### src/rtl/gol_pkg.sv
// Shared types for the Game of Life datapath, its controller and the display path.
package gol_pkg;

    typedef enum logic [2:0] {
        IDLE,
        LOAD_WAIT,
        STEP_WAIT,
        RUN,
        RUN_WAIT
    } gol_ctrl_state_t;

    typedef logic [1:0] seed_idx_t;

    localparam seed_idx_t SEED_GLIDER  = 2'd0;
    localparam seed_idx_t SEED_BLINKER = 2'd1;
    localparam seed_idx_t SEED_RPENT   = 2'd2;
    localparam seed_idx_t SEED_RANDOM  = 2'd3;

endpackage

### src/rtl/gol_controller_if.sv
// Strobe/completion handshake between the generation sequencer and the gol datapath.
interface gol_controller_if;
    import gol_pkg::*;

    logic      dp_load;
    logic      dp_adv;
    seed_idx_t seed_q;
    logic      dp_done;

    modport master (output dp_load, output dp_adv, output seed_q, input dp_done);
    modport slave  (input dp_load, input dp_adv, input seed_q, output dp_done);

endinterface

### src/rtl/gol_prescaler.sv
// Free-running generation pacer; tc compares against the live rate_div so rate changes apply at once.
module gol_prescaler #(
    parameter int DIV_W = 24
) (
    input  logic             clk,
    input  logic             reset,
    input  logic             clr,
    input  logic             en,
    input  logic [DIV_W-1:0] rate_div,
    output logic             tc
);

    logic [DIV_W-1:0] count_q, count_d;

    always_comb begin
        count_d = count_q;
        if (clr) begin
            count_d = '0;
        end else if (en) begin
            count_d = count_q + 1'b1;
        end
    end

    always_ff @(posedge clk) begin
        if (!reset) begin
            count_q <= '0;
        end else begin
            count_q <= count_d;
        end
    end

    assign tc = (count_q >= rate_div);

endmodule

### src/rtl/gol_controller.sv
// Generation sequencer: turns user commands into load/advance strobes and counts completed generations.
module gol_controller
    import gol_pkg::*;
#(
    parameter int DIV_W = 24,
    parameter int GEN_W = 16
) (
    input  logic              clk,
    input  logic              reset,
    input  logic              start,
    input  logic              stop,
    input  logic              step,
    input  logic              load,
    input  seed_idx_t         seed_sel,
    input  logic [DIV_W-1:0]  rate_div,
    gol_controller_if.master  dp,
    output logic [GEN_W-1:0]  gen_count,
    output logic              running,
    output logic              busy
);

    gol_ctrl_state_t  state_q, state_d;
    seed_idx_t        seed_q, seed_d;
    logic [GEN_W-1:0] gen_count_q, gen_count_d;
    logic             dp_load_q, dp_load_d;
    logic             dp_adv_q, dp_adv_d;
    logic             stop_pend_q, stop_pend_d;
    logic             running_q, running_d;
    logic             busy_q, busy_d;
    logic             pre_clr, pre_en, pre_tc;
    logic             done_ok;

    gol_prescaler #(.DIV_W(DIV_W)) u_prescaler (
        .clk      (clk),
        .reset    (reset),
        .clr      (pre_clr),
        .en       (pre_en),
        .rate_div (rate_div),
        .tc       (pre_tc)
    );

    // A completion coincident with our own strobe cannot belong to that operation.
    assign done_ok = dp.dp_done && !dp_load_q && !dp_adv_q;

    always_comb begin
        state_d     = state_q;
        seed_d      = seed_q;
        gen_count_d = gen_count_q;
        dp_load_d   = 1'b0;
        dp_adv_d    = 1'b0;
        stop_pend_d = stop_pend_q;
        pre_clr     = 1'b0;
        pre_en      = 1'b0;
        case (state_q)
            IDLE: begin
                if (load) begin
                    seed_d      = seed_sel;
                    dp_load_d   = 1'b1;
                    gen_count_d = '0;
                    state_d     = LOAD_WAIT;
                end else if (stop) begin
                    state_d = IDLE;
                end else if (start) begin
                    pre_clr = 1'b1;
                    state_d = RUN;
                end else if (step) begin
                    dp_adv_d = 1'b1;
                    state_d  = STEP_WAIT;
                end
            end
            LOAD_WAIT: begin
                if (done_ok) state_d = IDLE;
            end
            STEP_WAIT: begin
                if (done_ok) begin
                    gen_count_d = gen_count_q + 1'b1;
                    state_d     = IDLE;
                end
            end
            RUN: begin
                if (stop) begin
                    state_d = IDLE;
                end else if (pre_tc) begin
                    pre_clr  = 1'b1;
                    dp_adv_d = 1'b1;
                    state_d  = RUN_WAIT;
                end else begin
                    pre_en = 1'b1;
                end
            end
            RUN_WAIT: begin
                if (done_ok) begin
                    gen_count_d = gen_count_q + 1'b1;
                    stop_pend_d = 1'b0;
                    state_d     = (stop_pend_q || stop) ? IDLE : RUN;
                end else if (stop) begin
                    stop_pend_d = 1'b1;
                end
            end
            default: state_d = IDLE;
        endcase
        running_d = (state_d == RUN) || (state_d == RUN_WAIT);
        busy_d    = (state_d == LOAD_WAIT) || (state_d == STEP_WAIT) || (state_d == RUN_WAIT);
    end

    always_ff @(posedge clk) begin
        if (!reset) begin
            state_q     <= IDLE;
            seed_q      <= '0;
            gen_count_q <= '0;
            dp_load_q   <= 1'b0;
            dp_adv_q    <= 1'b0;
            stop_pend_q <= 1'b0;
            running_q   <= 1'b0;
            busy_q      <= 1'b0;
        end else begin
            state_q     <= state_d;
            seed_q      <= seed_d;
            gen_count_q <= gen_count_d;
            dp_load_q   <= dp_load_d;
            dp_adv_q    <= dp_adv_d;
            stop_pend_q <= stop_pend_d;
            running_q   <= running_d;
            busy_q      <= busy_d;
        end
    end

    assign dp.dp_load = dp_load_q;
    assign dp.dp_adv  = dp_adv_q;
    assign dp.seed_q  = seed_q;
    assign gen_count  = gen_count_q;
    assign running    = running_q;
    assign busy       = busy_q;

endmodule

### src/flat_wrapper.sv
// flat-port wrapper written by rule: the top's interface ports become plain ports
module gol_controller_flat import gol_pkg::*;
#(
    parameter int DIV_W = 24,
    parameter int GEN_W = 16
)
  (clk, reset, start, stop, step, load, seed_sel, rate_div, gen_count, running, busy, dp_dp_load, dp_dp_adv, dp_seed_q, dp_dp_done);
  gol_controller_if dp_i ();
  input  logic clk;
  input  logic reset;
  input  logic start;
  input  logic stop;
  input  logic step;
  input  logic load;
  input  seed_idx_t seed_sel;
  input  logic [DIV_W-1:0] rate_div;
  output logic [GEN_W-1:0] gen_count;
  output logic running;
  output logic busy;
  output wire logic [$bits(dp_i.dp_load)-1:0] dp_dp_load;
  output wire logic [$bits(dp_i.dp_adv)-1:0] dp_dp_adv;
  output wire logic [$bits(dp_i.seed_q)-1:0] dp_seed_q;
  input wire logic [$bits(dp_i.dp_done)-1:0] dp_dp_done;
  assign dp_dp_load = dp_i.dp_load;
  assign dp_dp_adv = dp_i.dp_adv;
  assign dp_seed_q = dp_i.seed_q;
  assign dp_i.dp_done = dp_dp_done;
  gol_controller #(.DIV_W(DIV_W), .GEN_W(GEN_W)) u_core (.clk(clk), .reset(reset), .start(start), .stop(stop), .step(step), .load(load), .seed_sel(seed_sel), .rate_div(rate_div), .dp(dp_i), .gen_count(gen_count), .running(running), .busy(busy));
endmodule
### config.mk
export PLATFORM = sky130hd
export DESIGN_NAME = gol_controller_flat
export DESIGN_NICKNAME = d
export VERILOG_FILES = /design/src/rtl/gol_pkg.sv /design/src/rtl/gol_controller_if.sv /design/src/rtl/gol_prescaler.sv /design/src/rtl/gol_controller.sv /design/src/flat_wrapper.sv
export SDC_FILE = /design/constraint.sdc
export NUM_CORES = 1
export LEC_CHECK = 0
export CAP_MARGIN = 5
export CORE_UTILIZATION = 47
export DETAILED_ROUTE_END_ITERATION = 10
export HOLD_SLACK_MARGIN = 0.15
export PLACE_DENSITY = 0.73
export REMOVE_ABC_BUFFERS = 1
export SLEW_MARGIN = 30
export SYNTH_ARGS = -nofsm -noshare
export SYNTH_HDL_FRONTEND = slang
export SYNTH_HIERARCHICAL = 1
export SYNTH_SLANG_ARGS = --single-unit
### constraint.sdc
create_clock -name clk -period 3 [get_ports clk]
set_input_delay 0.45 -clock clk [delete_from_list [all_inputs] [get_ports clk]]
set_output_delay 0.45 -clock clk [all_outputs]
set_load 0.01 [all_outputs]
======== Word level (Yosys, flattened, before mapping) ========
Cells that the tools add are included.
operators by class
  add/sub/neg operators ................... 2
  magnitude comparators ................... 1
  eq/ne operators ......................... 10
  multiplexer cells ....................... 30
  bitwise gates (word level) .............. 1
  reductions and logical operators ........ 18
operators by type and width
  operator                 count
  $mux W16                 2
  $pmux W16 S2             1
  $add A24 B1 Y24 const B  1
  $ge A24 B24 Y1           1
  $mux W3                  8
  $add A16 B1 Y16 const B  1
  $mux W1                  15
  $eq A3 B2 Y1 const B     4
  $pmux W3 S4              1
  $eq A3 B1 Y1 const B     2
  $eq A3 B3 Y1 const B     2
  $reduce_and A2 Y1        3
  $reduce_or A2 Y1         3
  $logic_or A1 B1 Y1       4
  $pmux W1 S2              2
  $reduce_bool A2 Y1       2
  $logic_not A3 Y1         1
  $reduce_and A3 Y1        1
  $logic_and A1 B1 Y1      2
  $logic_not A1 Y1         2
  $mux W2                  1
  $ne A2 B1 Y1 const B     1
  $ne A2 B2 Y1 const B     1
  $not A1 Y1               1
storage, ports and cells
  register bits after elaboration ......... 50
  input port bits ......................... 33
  output and inout port bits .............. 22
  logic and storage cells ................. 71

======== Depth between registers and ports, before layout ========
  word-level depth ........................ 8
  gate-level depth with buffers ........... 15
  gate-level depth less buffers ........... 13

======== Modules after synthesis ========
The synthesis kept the hierarchy.
by module, submodules not included
  module          times used  cells an instance  area each (um^2)  seq. area each (um^2)
  gol_prescaler   1           203                1682.9            480.5
  gol_controller  1           145                1256.2            520.5

======== Least setup slack after synthesis ========
No wires, ideal clock.
  path kind ............................... in2reg
  start point ............................. input rate_div[0]
  end point ............................... register u_core.u_prescaler.count_q[23]
  setup time .............................. 0.128 ns
  arrival ................................. 3.025 ns
  data required time ...................... 2.872 ns
  path slack .............................. -0.153 ns
  stages .................................. 14
  path buffers ............................ 2
  cells stage by stage .................... ha_1 nand2b_1 a2111oi_0 o32ai_1 nor3_1 o31ai_1 nor4_1 buf_4 and4_1 buf_4 nand4_4 nor4_2 xnor2_1 nor2_1
on the way
  elaborated cells on any way between the ends .. 8
  classes of those cells .................. order compare: 1; mux: 6; reduce/logical: 1
RTL lines
  element                 RTL line              source
  start: declaration      flat_wrapper.sv:16    input logic [DIV_W-1:0] rate_div;
  $ge A24 B24 Y1          gol_prescaler.sv:32   assign tc = (count_q >= rate_div);
  via u_core.pre_tc       gol_controller.sv:30  logic pre_clr, pre_en, pre_tc;
  $mux W1                 gol_controller.sv:83  end else if (pre_tc) begin
  $mux W1                 gol_controller.sv:81  if (stop) begin
  $mux W1                 gol_controller.sv:54  case (state_q)
  via u_core.pre_en       gol_controller.sv:30
  end signal: assignment  gol_prescaler.sv:28   count_q <= count_d;
  end: declaration        gol_prescaler.sv:13   logic [DIV_W-1:0] count_q, count_d;
The timed path passes the listed nets, and every way through them passes these cells.
A chain may end at the register's enable or synchronous reset.

======== Worst setup path after layout ========
  start point ............................. input rate_div[7]
  end point ............................... register u_core.u_prescaler.count_q[21]
The elaborated chain is that of the path after synthesis.

==> impl_metrics.yaml <==
worst_setup_path:
  worstRegToRegCells: 12
  worstPathMaxFanout: 6
  rr_endpoint: "u_core/u_prescaler/count_q[21]"
  start_kind: "primary input"
  endpoint: "u_core/u_prescaler/count_q[21]"
  setup.worst_path.start: "rate_div[7]"
  endpoint_kind: "flip-flop"
  worstSetupPathType: "primary input to flip-flop"
  cp.required_ns: 3.20
  r2r_slack_ns: 0.13
  cp_data_arrival_time_ns: 3.11
  r2r-start: "u_core/u_prescaler/count_q[1]"
outcome:
  status: "complete, no violations"
drt:
  dr.pass1.iters: 4
  vias: 2675
  ant_nets: 0
  drt_wl_total_um: 7040
  drt_iter0_drc: 156
  drc: 0
  vias_per_cell: 5.43
  routedWlPerCell_um: 14.3
clock_network:
  holdBufCountCts: 0
  tritoncts: "yes"
  cts_sinks: 50
  htree_num_levels: 2
  clk_pin_slew_ns: 0.09
  cts_made_buffers: 5
  clk_latency_ns: 0.30
  clockBufferDepth: 2
  cts_root_buffer: "clkbuf_8"
worst_hold_path:
  worstHoldStart: "u_core/dp.seed_q[1]"
  hp-class: "flip-flop to flip-flop"
global_routing:
  grt_pass1_wl_um: 11300
  grt_pass1_vias: 2499
  antenna_found_initial: 0
  grt_start_max_net_pins: 25
  gr-usage-all-layers_pct: 22.0
  overflow: 0
cells_and_area:
  fin_cells: 493
  drive_above_1_share_pct: 16.7
  postLayoutCellArea_um2: 4100
  n_antenna_cell: 0
  area_growth_pct: 39.6
  nets: 476
placement:
  gp_congestion: 0.895
  post-dp-hpwl_um: 4740
  placed_cell_area_um2: 3660
  portBuffers: 54
  placedCellCount: 482
sta:
  hold_violations: 0
  slew_viol_final: 0
  hold_slack_ns: 0.505
  slew_headroom_pct: 62.6
  fin_skew_ns: 0.00671
  layout_min_cycle_time_ns: 2.91
  worst_slew_pin_slew_ns: 0.560
  finalCritPeriodShare_pct: 96.9
  setup_viol: 0
  fmax_mhz: 344
logic_synthesis:
  syn_area_um2: 2940
  ys_seq_elements: 50
  synth_edf_count: 0
  synth_compound_area_share_pct: 10.4
  synth_xor_area_share_pct: 9.83
  ys_seq_area_share_pct: 34.1
  synth_flop_cell: "dfxtp_1"
  yosys_warnings: 6
  async_reset_ff_share_pct: 0
  synth_simple_gate_area_share_pct: 27.7
  avgSynthCellArea_um2: 8.45
  ys_top_cells_by_area: "dfxtp_1 34%, ha_1 11%, xnor2_1 7.2%"
  yosysUniqueCellTypes: 44
  netlist.area_leader.share_pct: 34.1
  synth_top_area_cell: "dfxtp_1"
  synthMuxAreaShare_pct: 1.02
  synth_top_family_by_area: "simple AND/OR/NAND/NOR gates"
  syn_inst: 348
  synthAdderAreaFrac_pct: 11.1
floorplanning:
  initial_core_util_pct: 49.1
  die_area_um2: 6570
  rows: 28
  ios: 55
  core_area_um2: 5990
  fp.dieW_um: 81.1
  fp.dieH_um: 81.1
pwr:
  ir_drop_mv: 0.195
  leakage_nw: 1.74
  powerDensity_nw_per_um2: 324
flow_run:
  cap_viol_max_count: 0
==> cell families (layout without fill, tap and decap cells) <==
kind of cell             after synthesis  count (layout)
AO/OA/AOI/OAI                         48              48
XOR/XNOR                              33              33
adder cells (fa/ha/maj)               26              26
buffers and inverters                 44             114
flip-flops                            50              50
multiplexers                           3               3
AND/OR/NAND/NOR                      144             144
==> cells in the final DEF (no fill, tap or decap), types with 6 or more instances in the layout <==
cell type	count
ha_1	17
dlymetal6s2s_1	12
xor2_1	9
inv_1	26
buf_4	16
nor3_1	8
inv_2	7
o21ai_0	8
a21oi_1	8
a21o_1	7
ha_4	9
nand3_1	14
nor2_1	42
dfxtp_1	49
nand4_1	9
xnor2_1	23
clkdlybuf4s50_1	40
nand2_1	15
and4_1	6
==> critical path, stage by stage <==
cell and delay [ns]:
clkdlybuf4s50_1 0.45, inv_1 0.06, ha_4 0.24, a21oi_1 0.14
o21ai_1 0.10, and3_1 0.20, nor3_4 0.18, o31ai_4 0.10
nor4_4 0.17, and4_4 0.31, nand4_4 0.15, buf_6 0.19
nor3_4 0.18, xnor2_1 0.13, nor2_1 0.06
==> metrics by stage <==
stage / setup TNS (ns) / worst slack (ns) / utilization (%) / total power [W]
2_1_floorplan: -9.63 / -0.632 / - / 0.000770
6_report: 0 / 0.0937 / 68.5 / 0.00133
5_1_grt: -0.0190 / -0.0190 / 68.5 / 0.00139
3_5_place_dp: -13.44 / -0.664 / 61.0 / 0.000861
4_1_cts: 0 / 0.0286 / 65.4 / 0.00133
3_3_place_gp: -10.30 / -0.521 / 61.0 / 0.000858
==> worst min-delay path by stage <==
stage,to,cells past startpoint
2_1_floorplan,u_core/stop_pend_q,2
3_3_place_gp,u_core/stop_pend_q,2
3_5_place_dp,u_core/stop_pend_q,2
4_1_cts,u_core/stop_pend_q,2
5_1_grt,u_core/stop_pend_q,2
6_report,u_core/dp.seed_q[1],2
==> area by class of cell <==
type | count | area (um^2)
multi-input combinational | 254 | 2050
fill | 457 | 1890
sequential | 50 | 1000
timing repair buffer | 73 | 731
inverter | 33 | 124
tap | 75 | 93.8
clock buffer | 7 | 76.3
clock inverter | 1 | 30.0
==> state kept, by name, indices dropped and copies added (netlist names) <==
name / cells
u_core/running: 1
u_core/busy: 1
u_core/dp.dp_load: 1
u_core/gen_count: 16
u_core/u_prescaler/count_q: 24
u_core/dp.seed_q: 2
u_core/dp.dp_adv: 1
u_core/stop_pend_q: 1
u_core/state_q: 3
==> cell usage after synthesis, drive strengths merged (4+ instances only) <==
cell	n
a21o	7
a21oi	13
and3	5
and4	9
clkbuf	9
dfxtp	50
ha	26
inv	33
nand2	15
nand2b	5
nand3	14
nand4	11
nor2	42
nor3	12
nor3b	4
nor4	7
nor4b	5
o21ai	10
or3	5
xnor2	24
xor2	9
==> power breakdown <==
group | internal, W | total (W) | switching, W
clock | 0.000250 | 0.000467 | 0.000217
combinational | 0.0000961 | 0.000179 | 0.0000826
sequential | 0.000672 | 0.000683 | 0.0000112
==> per-layer routing <==
layer | global-route usage, % | share of wire, % | routed length, um | vias up
li1 | - | - | - | 1352
met1 | 28.3 | 45 | 3190 | 1251
met2 | 37.6 | 49 | 3470 | 60
met3 | 2.81 | 3.7 | 257 | 12
met4 | 7.68 | 1.7 | 117 | 0
met5 | 0 | 0 | 0 | -
==> repair_timing <==
item | 4_1_cts | 5_1_grt
setup endpoints to repair | 26 | 28
gates resized for setup | 28 | 40
pin swaps | 19 | 9
endpoints found under the hold margin | 0 | 0
buffers inserted | 3 | 0
Note: power is estimated with default switching activity, not from simulation.
